<file path="src/rtl/apu_pkg.sv">
// apu_pkg: mode constants, step action codes, per-mode step tables and the
// NTSC/PAL step periods for the APU frame sequencer.
package apu_pkg;

  localparam logic MODE_4STEP = 1'b0;
  localparam logic MODE_5STEP = 1'b1;

  localparam int NTSC_STEP_PERIOD = 7457;
  localparam int PAL_STEP_PERIOD  = 8313;

  typedef enum logic [1:0] {
    STEP_NONE = 2'd0,
    STEP_Q    = 2'd1,
    STEP_QH   = 2'd2
  } step_action_t;

  typedef enum logic [2:0] {
    ST_S0 = 3'd0,
    ST_S1 = 3'd1,
    ST_S2 = 3'd2,
    ST_S3 = 3'd3,
    ST_S4 = 3'd4
  } step_t;

  // Padded to 8 entries so any 3-bit step value indexes safely.
  localparam step_action_t ACT_4STEP [8] = '{
    STEP_Q, STEP_QH, STEP_Q, STEP_QH, STEP_NONE, STEP_NONE, STEP_NONE, STEP_NONE
  };
  localparam step_action_t ACT_5STEP [8] = '{
    STEP_Q, STEP_QH, STEP_Q, STEP_NONE, STEP_QH, STEP_NONE, STEP_NONE, STEP_NONE
  };

  function automatic step_action_t step_action(input logic mode, input step_t step);
    return (mode == MODE_5STEP) ? ACT_5STEP[step] : ACT_4STEP[step];
  endfunction

  function automatic step_t last_step(input logic mode);
    return (mode == MODE_5STEP) ? ST_S4 : ST_S3;
  endfunction

endpackage

</file>
<file path="src/rtl/frame_step_timer.sv">
// frame_step_timer: prescale counter; counts iTick and flags the tick that
// completes a sequencer step. iClear restarts the count and masks that completion.
module frame_step_timer #(
  parameter int STEP_PERIOD = 7457,
  parameter int CNT_WIDTH   = 15
) (
  input  logic iClk,
  input  logic iReset_n,
  input  logic iTick,
  input  logic iClear,
  output logic oStep_done
);

  localparam logic [CNT_WIDTH-1:0] LAST_CNT = CNT_WIDTH'(STEP_PERIOD - 1);

  logic [CNT_WIDTH-1:0] r_cnt;
  logic                 w_wrap;

  assign w_wrap     = iTick && (r_cnt == LAST_CNT);
  assign oStep_done = w_wrap && !iClear;

  always_ff @(posedge iClk) begin
    if (!iReset_n) begin
      r_cnt <= '0;
    end else if (iClear || w_wrap) begin
      r_cnt <= '0;
    end else if (iTick) begin
      r_cnt <= r_cnt + CNT_WIDTH'(1);
    end
  end

endmodule

</file>
<file path="src/rtl/apu_frame_sequencer.sv">
// apu_frame_sequencer: NES APU frame sequencer producing quarter/half-frame strobes and the frame IRQ.
// Build option FRAME_SEQ_WRITE_DELAY_EN: a $4017 write takes effect on the 3rd iTick after it.
//
//  state | meaning
//  ST_S0 | waiting for step 0 completion (Q)
//  ST_S1 | waiting for step 1 completion (Q+H)
//  ST_S2 | waiting for step 2 completion (Q)
//  ST_S3 | step 3: 4-step Q+H and IRQ, 5-step no action
//  ST_S4 | step 4, 5-step only (Q+H)
import apu_pkg::*;

module apu_frame_sequencer #(
  parameter int STEP_PERIOD = NTSC_STEP_PERIOD,
  parameter int CNT_WIDTH   = 15
) (
  input  logic       iClk,
  input  logic       iReset_n,
  input  logic       iTick,
  input  logic       iWrite,
  input  logic       iMode,
  input  logic       iIrq_inhibit,
  input  logic       iIrq_ack,
  output logic       oQuarter_clk,
  output logic       oHalf_clk,
  output logic       oIrq,
  output logic [2:0] oStep
);

  step_t        r_step;
  logic         r_mode;
  logic         r_inhibit;
  logic         r_irq;
  logic         r_quarter;
  logic         r_half;

  logic         w_step_done;
  logic         w_wr_apply;
  logic         w_wr_mode;
  logic         w_wr_inh;
  logic         w_irq_set;
  step_action_t w_action;
  step_t        w_next_step;

`ifdef FRAME_SEQ_WRITE_DELAY_EN
  logic       r_pend;
  logic       r_pend_mode;
  logic       r_pend_inh;
  logic [1:0] r_pend_cnt;

  // A fresh write in the same cycle restarts the window instead of applying the old one.
  assign w_wr_apply = r_pend && iTick && !iWrite && (r_pend_cnt == 2'd2);
  assign w_wr_mode  = r_pend_mode;
  assign w_wr_inh   = r_pend_inh;

  always_ff @(posedge iClk) begin
    if (!iReset_n) begin
      r_pend      <= 1'b0;
      r_pend_mode <= MODE_4STEP;
      r_pend_inh  <= 1'b0;
      r_pend_cnt  <= 2'd0;
    end else if (iWrite) begin
      r_pend      <= 1'b1;
      r_pend_mode <= iMode;
      r_pend_inh  <= iIrq_inhibit;
      r_pend_cnt  <= 2'd0;
    end else if (w_wr_apply) begin
      r_pend      <= 1'b0;
      r_pend_cnt  <= 2'd0;
    end else if (r_pend && iTick) begin
      r_pend_cnt  <= r_pend_cnt + 2'd1;
    end
  end
`else
  assign w_wr_apply = iWrite;
  assign w_wr_mode  = iMode;
  assign w_wr_inh   = iIrq_inhibit;
`endif

  frame_step_timer #(
    .STEP_PERIOD (STEP_PERIOD),
    .CNT_WIDTH   (CNT_WIDTH)
  ) u_timer (
    .iClk       (iClk),
    .iReset_n   (iReset_n),
    .iTick      (iTick),
    .iClear     (w_wr_apply),
    .oStep_done (w_step_done)
  );

  assign w_action    = step_action(r_mode, r_step);
  assign w_next_step = (r_step == last_step(r_mode)) ? ST_S0 : step_t'(r_step + 3'd1);
  assign w_irq_set   = w_step_done && (r_mode == MODE_4STEP) && (r_step == ST_S3) && !r_inhibit;

  always_ff @(posedge iClk) begin
    if (!iReset_n) begin
      r_step    <= ST_S0;
      r_mode    <= MODE_4STEP;
      r_inhibit <= 1'b0;
      r_irq     <= 1'b0;
      r_quarter <= 1'b0;
      r_half    <= 1'b0;
    end else if (w_wr_apply) begin
      r_step    <= ST_S0;
      r_mode    <= w_wr_mode;
      r_inhibit <= w_wr_inh;
      r_quarter <= (w_wr_mode == MODE_5STEP);
      r_half    <= (w_wr_mode == MODE_5STEP);
      if (w_wr_inh || iIrq_ack) begin
        r_irq <= 1'b0;
      end
    end else begin
      r_quarter <= w_step_done && (w_action != STEP_NONE);
      r_half    <= w_step_done && (w_action == STEP_QH);
      if (w_step_done) begin
        r_step <= w_next_step;
      end
      if (w_irq_set) begin
        r_irq <= 1'b1;
      end else if (iIrq_ack) begin
        r_irq <= 1'b0;
      end
    end
  end

  assign oQuarter_clk = r_quarter;
  assign oHalf_clk    = r_half;
  assign oIrq         = r_irq;
  assign oStep        = r_step;

endmodule
</file>
<file path="config.mk">
export PLATFORM = sky130hd
export DESIGN_NAME = apu_frame_sequencer
export DESIGN_NICKNAME = d
export VERILOG_FILES = /design/src/rtl/apu_pkg.sv /design/src/rtl/frame_step_timer.sv /design/src/rtl/apu_frame_sequencer.sv
export SDC_FILE = /design/constraint.sdc
export NUM_CORES = 1
export LEC_CHECK = 0
export BUFFER_PORTS_ARGS = -buffer_cell sky130_fd_sc_hd__buf_2
export CAP_MARGIN = 20
export CORE_MARGIN = 3
export CORE_UTILIZATION = 53
export CTS_BUF_LIST = sky130_fd_sc_hd__clkbuf_2 sky130_fd_sc_hd__clkbuf_4 sky130_fd_sc_hd__clkbuf_8
export DETAILED_ROUTE_END_ITERATION = 8
export PLACE_DENSITY = 0.79
export RECOVER_POWER = 25
export SETUP_SLACK_MARGIN = 0.02
export SYNTH_ARGS = -nofsm -noshare
export SYNTH_HDL_FRONTEND = slang
export SYNTH_SLANG_ARGS = --single-unit
</file>
<file path="constraint.sdc">
create_clock -name iClk -period 2.01 [get_ports iClk]
set_input_delay 0.1005 -clock iClk [delete_from_list [all_inputs] [get_ports iClk]]
set_output_delay 0.1005 -clock iClk [all_outputs]
set_load 0.02 [all_outputs]
</file>
# == Word level (Yosys, flattened, before mapping) ==
# Memories as Yosys holds them, arrays and structs flattened.
# Cells that the tools add are included.
# word_totals
reg_bits,23
mem_bits_ro,32
inputBits,7
out_inout_bits,6
elab_cells,49
n_memories,2
# memory_table
name,words,width,rd,rd_ports_with_merged_regs,write_ports,line_no,text
(name not given),8,2,1,0,0,apu_pkg.sv:34,return (mode == MODE_5STEP) ? ACT_5STEP[step] : ACT_4STEP[step];
(name not given),8,2,1,0,0,apu_pkg.sv:34,
# classes
add_sub_neg,2
n_lt_le_gt_ge,1
n_eq_ne,5
n_mux,13
n_bitwise,3
n_reduce_logical,16
# op_table
operator,count
15-bit by 1-bit adder with 15-bit output (second input constant),1
15-bit by 13-bit == test with 1-bit output (second input constant),1
2-bit two-way mux,5
1-bit logical AND,7
1-bit two-way mux,6
3-bit two-way mux,2
4-bit >= comparator (second input constant),1
3-bit inverter with 4-bit output,1
2-bit OR reduction,2
3-bit by 1-bit adder with 3-bit output (second input constant),1
3-bit by 2-bit == test with 1-bit output (second input constant),1
3-bit == test,1
3-bit nonzero test,1
2-bit == test (second input constant),1
1-bit zero test,2
1-bit logical OR,2
2-bit by 1-bit != test with 1-bit output (second input constant),1
1-bit inverter,2
2-bit AND reduction,1
2-bit nonzero test,1

# == Depth between registers and ports, before layout ==
# Gate-level depths: netlist (run 1).
# depth
word_depth,8
ltp_mapped,8
mapped_depth_nobuf,6

# == Cells and area by module ==
# Synthesis (run 1) repeated with hierarchy kept, for this count alone.
# hier_totals
hier_cells,137
area_unflattened_um2,1255.0
# by_module_without_submodules
mod,n_inst,cells_per_inst,area_each_um2,seq_area_each_um2
frame_step_timer,1,84,767.0,300.3
apu_frame_sequencer,1,53,488.0,160.2

# == Least setup slack after synthesis (run 1) ==
# Ideal clock, no wire load.
# synth_timing
path_type,register -> register
startpoint,register u_timer.r_cnt[0]
endpoint,register u_timer.r_cnt[14]
setup_time_ns,0.115
t_arrival_ns,1.969
t_required_ns,1.895
setup_slack_ns,-0.073
path_stages_with_launch,9
n_path_buf,2
period_less_slack_ns,2.083
cell_sequence,dfxtp_1 inv_1 ha_1 or4b_1 or4_1 buf_2 nand2b_1 buf_4 nor2_1
# synth_via
elab_chain_cells,4
word_cells_on_any_way,5
classes_between,1 x add/sub; 1 x eq/ne; 3 x reduce/logical
# synth_lines
element,line_no,text
start: declaration,frame_step_timer.sv:16,logic [CNT_WIDTH-1:0] r_cnt;
start signal: assignment,frame_step_timer.sv:28,r_cnt <= r_cnt + CNT_WIDTH'(1);
branches (longest 4 deep; another with 15-bit by 1-bit adder with 15-bit output),n/a,
# Parallel ways; which one is timed is not known.
# A chain may end at the register's enable or synchronous reset.

# == Final worst setup path (run 1) ==
# layout_timing
startpoint,register u_timer.r_cnt[0]
endpoint,register r_step[0] (netlist: oStep[0])
# layout_via
elab_chain_cells,3
# layout_lines
element,line_no,text
15-bit by 13-bit == test with 1-bit output,frame_step_timer.sv:19,assign w_wrap = iTick && (r_cnt == LAST_CNT);
1-bit logical AND,frame_step_timer.sv:19,
1-bit logical AND,frame_step_timer.sv:20,assign oStep_done = w_wrap && !iClear;
end signal: assignment,apu_frame_sequencer.sv:115,r_step <= w_next_step;
end: declaration,apu_frame_sequencer.sv:29,step_t r_step;
# Every way passes these cells.

==> run_results.csv, run 1 <==
group,metric,value,unit
yosys,synth_top_area_share,40.0,%
clock_tree,clockRootBuffer,"clkbuf_4",
detailed_routing,route.detailed.drc,0,
place,placed_cells,171,
sta,final-setup-viol-count,0,
setup_path,start_kind,"flop",
place,dpl.hpwl,1670,um
hold_path,hold_class,"primary input to flop",
detailed_routing,ant_nets,0,
global_route,grt_start_max_net_pins,16,
global_route,grt_pass1_vias,913,
yosys,yosys.cell_count.top_type,"dfxtp_1",
setup_path,reg2reg_to,"oStep[0]",
floorplanning,initial_core_util,57.5,%
yosys,synth_nets,144,
setup_path,crit_required,2.25,ns
clock_tree,post_cts_buffers,0,
power_and_ir_drop,vdd_ir_drop_max,0.531,mV
detailed_routing,routed-via-count,973,
clock_tree,path_clk_slew,0.12,ns
yosys,synth_top_flop_cell,"dfxtp_1",
yosys,yosysUniqueCellTypes,32,
job,cap_violations,0,
finish,area_growth,15.5,%
yosys,yosysTopAreaCell,"dfxtp_1",
setup_path,crit_end,"oStep[0]",
power_and_ir_drop,p_leak,0.498,nW
setup_path,r2r-start,"u_timer.r_cnt[0]",
floorplanning,dieWidth,52.6,um
sta,skew,0.00559,ns
yosys,syn_area,0.00115,mm^2
sta,max_freq,513,MHz
detailed_routing,drt_wl_total,2340,um
floorplanning,io-pin-count,13,
power_and_ir_drop,total_power,735,uW
sta,hold_violations,0,
setup_path,path_max_fanout,3,
place,dpl_worst_slack,0.0374,ns
global_route,grt-ovfl-total,0,
hold_path,hold_depth,3,
detailed_routing,drt-initial-drc-count,14,
detailed_routing,wire_per_inst,13.3,um
finish,antenna_cells,0,
setup_path,worstPathArrival,2.19,ns
global_route,grt_usage,19.0,%
sta,tns,0,ns
yosys,synth_edf_count,0,
sta,period_minus_slack,1.95,ns
clock_tree,cts_tree,"done",
place,io_buffers,12,
sta,rsz0062_at_grt,"yes",
place,gp_congestion,0.802,
clock_tree,clock_latency,0.31,ns
sta,finalCritPeriodShare,96.9,%
sta,setup_ws,0.0625,ns
clock_tree,cts_resized,0,
sta,tightest_slew,0.347,ns
setup_path,crit_start,"u_timer.r_cnt[0]",
finish,nNetsFinal,164,
floorplanning,core_region_area,0.00200,mm^2
clock_tree,cts_hold_buffers,0,
clock_tree,clk_path_buf_depth,2,
floorplanning,fp.dieH,52.6,um
detailed_routing,avgViaCountPerCell,5.53,
sta,final_max_slew_viol_count,0,
sta,whs,0.0512,ns
setup_path,reg2reg_depth,6,
yosys,synth_cells,130,
yosys,synth_area_per_cell,8.85,um^2
clock_tree,clock-sinks,23,
sta,slew_headroom,76.8,%
floorplanning,die_area,0.00277,mm^2
outcome,status,"complete, no violations",
clock_tree,htreeDepth,1,
global_route,grt_pass1_wl,3880,um
yosys,synth.area.top_cells,"dfxtp_1 (40%), ha_1 (7.6%), xnor2_1 (6.8%), nor2_1 (6.2%), nand4_1 (3.8%)",
detailed_routing,drtPass1Iterations,4,
setup_path,end_kind,"flop",
yosys,ys_ff_latch,23,
finish,stdcell_count,176,
finish,layout-drive-gt1-share,17.4,%
setup_path,r2r_slack,0.06,ns
clock_tree,numCtsBuffers,3,
yosys,yosysSeqAreaShare,40.0,%
floorplanning,rows,16,
yosys,yosys_warnings,0,
power_and_ir_drop,p_per_area,552,mW/mm^2
global_route,antenna_found_initial,0,
yosys,async_reset_ff_share,0,%
yosys,synth_common_cells,"dfxtp_1 (23), nor2_1 (19), xnor2_1 (9)",
setup_path,critPathKind,"flop to flop",
through the flow:
step                cell area (um^2)  util [%]
floorplan                       1170         -
global placement                1280      64.1
detailed placement              1280      64.1
CTS                             1310      65.6
global route                    1330      66.4
finish                          1330      66.4
flip-flops by register name, summed over array words and instances (netlist names):
register / count
r_mode: 1
oIrq: 1
oQuarter_clk: 1
oStep: 3
u_timer.r_cnt: 15
r_inhibit: 1
oHalf_clk: 1
report_power, final:
part           switching, mW  internal [mW]
clock                  0.133         0.0909
combinational         0.0257         0.0190
sequential           0.00442          0.461
cells in the final DEF (no fill, tap or decap), types with 5 or more instances in the layout:
cell type,Yosys,final
dfxtp_1,23,21
nor2_1,19,19
xnor2_1,9,9
buf_2,1,8
inv_1,7,7
nand2_1,7,7
nand4_1,7,7
ha_1,7,7
buf_4,1,6
nand3_1,5,5
nor4_1,5,5
xor2_1,5,5
final cells by class:
type	instances	area, um^2
well taps	27	33.8
repair buffers	19	111
multi-input cells	96	666
flip-flops and latches	23	463
inverters	7	26.3
fillers	173	672
clock buffers	4	30.0
kinds of logic after synthesis:
family	after synthesis	synth area share [%]
simple gates	59	27.0
flops	23	40.0
xor+xnor	14	10.7
buf+inv	12	4.35
compound gates	11	6.96
fa+ha+maj	7	7.61
mux	4	3.48
routing by layer:
layer	track usage, %	vias up	routed length (um)
met5	0	-	0
li1	-	501	-
met3	5.41	2	106
met2	33.1	14	1120
met1	22.4	456	1090
met4	5.53	0	18
critical path, cell delays in order, from the launching register on:
cell     delay, ns
dfxtp_2       0.34
inv_1         0.05
ha_1          0.13
or4b_1        0.42
or4_4         0.51
a311o_1       0.30
a21oi_2       0.14
how the worst min path moves through the flow:
stage	end	slack, ns	from
after global placement	r_mode	0.38	iReset_n
after CTS	oIrq	0.05	iIrq_ack
after detailed placement	r_mode	0.37	iReset_n
after global routing	r_mode	0.05	iReset_n
after floorplan	r_mode	0.23	iReset_n
final	oIrq	0.05	iIrq_ack
(Power assumes the default switching activity.)
==> inputs of run 2 (changes only) <==
--- a/config.mk
+++ b/config.mk
@@ -11,6 +11,7 @@
 export CORE_UTILIZATION = 53
 export CTS_BUF_LIST = sky130_fd_sc_hd__clkbuf_2 sky130_fd_sc_hd__clkbuf_4 sky130_fd_sc_hd__clkbuf_8
 export DETAILED_ROUTE_END_ITERATION = 8
+export MAX_ROUTING_LAYER = met4
 export PLACE_DENSITY = 0.79
 export RECOVER_POWER = 25
 export SETUP_SLACK_MARGIN = 0.02
==> run 2 against run 1 <==
  * Critical path depth unchanged
  * Largest cell class unchanged
  * Combinational power about the same
  * Global-route usage increased by 0.48 points
  * Utilization stayed put
  * Register-to-register slack about the same
  * Total power is essentially flat
  * Sequential power about the same
  * Routed wire length is essentially flat
  * Highest routed layer unchanged
  * Sequential share of layout area is the same
  * Clock-buffer cell count is the same
  * Critical path type unchanged
==> run_results.csv, run 2 (synthesis results as in run 1) <==
group,metric,value,unit
finish,final_cell_area,0.00133,mm^2
place,gp_congestion,0.813,
floorplanning,die_area,0.00277,mm^2
global_route,antenna_found_initial,0,
detailed_routing,drt-initial-drc-count,12,
detailed_routing,wire_per_inst,13.3,um
finish,final_common_cell,"dfxtp_1",
detailed_routing,ant_nets,0,
global_route,grt_start_max_net_pins,16,
sta,rsz0062_at_grt,"yes",
sta,slew_headroom,76.8,%
clock_tree,clockRootBuffer,"clkbuf_4",
finish,layout-drive-gt1-share,17.4,%
clock_tree,cts_tree,"done",
place,dpl.hpwl,1670,um
clock_tree,clock-sinks,23,
finish,final_cell_mix,"dfxtp_1 (21), nor2_1 (19), xnor2_1 (9)",
sta,hold_violations,0,
clock_tree,htreeDepth,1,
finish,regArea,463,um^2
hold_path,hold_class,"primary input to flop",
setup_path,worstPathArrival,2.19,ns
power_and_ir_drop,p_leak,0.498,nW
floorplanning,io-pin-count,13,
detailed_routing,routed-via-count,976,
finish,nNetsFinal,164,
sta,setup_ws,0.0609,ns
setup_path,crit_end,"oStep[0]",
place,postPlaceCellArea,0.00128,mm^2
sta,whs,0.0508,ns
setup_path,max_stage_delay,0.51,ns
global_route,grt_pass1_vias,914,
clock_tree,numCtsBuffers,3,
global_route,grt-ovfl-total,0,
clock_tree,cts_resized,0,
clock_tree,path_clk_slew,0.12,ns
setup_path,r2r_slack,0.06,ns
setup_path,reg2reg_to,"oStep[0]",
setup_path,r2r-start,"u_timer.r_cnt[0]",
clock_tree,cts_hold_buffers,0,
finish,stdcell_count,176,
finish,multi_input_area,666,um^2
place,io_buffers,12,
clock_tree,post_cts_buffers,0,
power_and_ir_drop,p_per_area,553,mW/mm^2
setup_path,crit_start,"u_timer.r_cnt[0]",
setup_path,cp_slowest_cell,"or4_4",
detailed_routing,route.detailed.drc,0,
finish,largest_reg_flops,15,
setup_path,start_kind,"flop",
sta,finalCritPeriodShare,97.0,%
floorplanning,rows,16,
global_route,grt_pass1_wl,3880,um
setup_path,cp_top_family,"simple AND/OR/NAND/NOR gates",
floorplanning,dieWidth,52.6,um
floorplanning,fp.dieH,52.6,um
setup_path,crit_cells,6,
global_route,grt_usage,19.5,%
clock_tree,clk_path_buf_depth,2,
finish,largest_register,"u_timer.r_cnt",
detailed_routing,drt_wl_total,2330,um
sta,final-setup-viol-count,0,
outcome,status,"complete, no violations",
setup_path,crit_required,2.25,ns
finish,area_growth,15.5,%
power_and_ir_drop,vdd_ir_drop_max,0.531,mV
detailed_routing,drtPass1Iterations,4,
detailed_routing,avgViaCountPerCell,5.55,
floorplanning,core_region_area,0.00200,mm^2
sta,tightest_slew,0.346,ns
setup_path,worstPathCellList,"inv_1 > ha_1 > or4b_1 > or4_4 > a311o_1 > a21oi_2",
finish,antenna_cells,0,
setup_path,path_max_fanout,3,
sta,max_freq,513,MHz
sta,final_max_slew_viol_count,0,
setup_path,end_kind,"flop",
setup_path,critPathBufInv,1,
clock_tree,clock_latency,0.31,ns
place,placed_cells,171,
setup_path,reg2reg_depth,6,
sta,skew,0.00538,ns
finish,fillerInstances,173,
sta,period_minus_slack,1.95,ns
job,cap_violations,0,
setup_path,critPathKind,"flop to flop",
floorplanning,initial_core_util,57.5,%
sta,tns,0,ns
place,dpl_worst_slack,0.0374,ns
run 2: cell counts in the layout (fill, tap and decap cells not counted):
No cell type changed its count.
run 2: routing by layer:
metal	track usage (%)	part of all wire, %	wire (um)
met3	5.41	4.8	111
met4	5.53	0.64	15
met2	33.1	48	1120
met5	-	0	0
met1	22.4	47	1090
run 2: tightest hold or removal path: stages:
cell and delay, ns:
buf_2 0.07, nand4b_1 0.09, o21ai_0 0.06
run 2: power breakdown:
part           total, mW  leakage (nW)  switching [mW]  internal [mW]
Combinational     0.0447         0.293          0.0257         0.0190
Clock              0.225        0.0184           0.134         0.0910
Sequential         0.466         0.187         0.00441          0.461
run 2: layout make-up:
type | instances | share of cell area, %
Clock buffer | 4 | 2.26
Inverter | 7 | 1.98
Multi-Input combinational cell | 96 | 50.0
Sequential cell | 23 | 34.8
Tap cell | 27 | 2.54
Timing Repair Buffer | 19 | 8.37
run 2: metrics by stage:
step | total power, mW | utilization, %
4_1_cts | 0.740 | 65.6
3_5_place_dp | 0.519 | 64.1
3_3_place_gp | 0.517 | 64.1
6_report | 0.735 | 66.4
2_1_floorplan | 0.503 | -
5_1_grt | 0.774 | 66.4
run 2: worst min-delay path by stage:
stage                        start     end  slack, ns  cells past startpoint
after floorplan           iReset_n  r_mode       0.23                      1
after global placement    iReset_n  r_mode       0.38                      2
after detailed placement  iReset_n  r_mode       0.37                      2
after CTS                 iIrq_ack    oIrq       0.05                      3
after global routing      iReset_n  r_mode       0.05                      2
final                     iIrq_ack    oIrq       0.05                      3
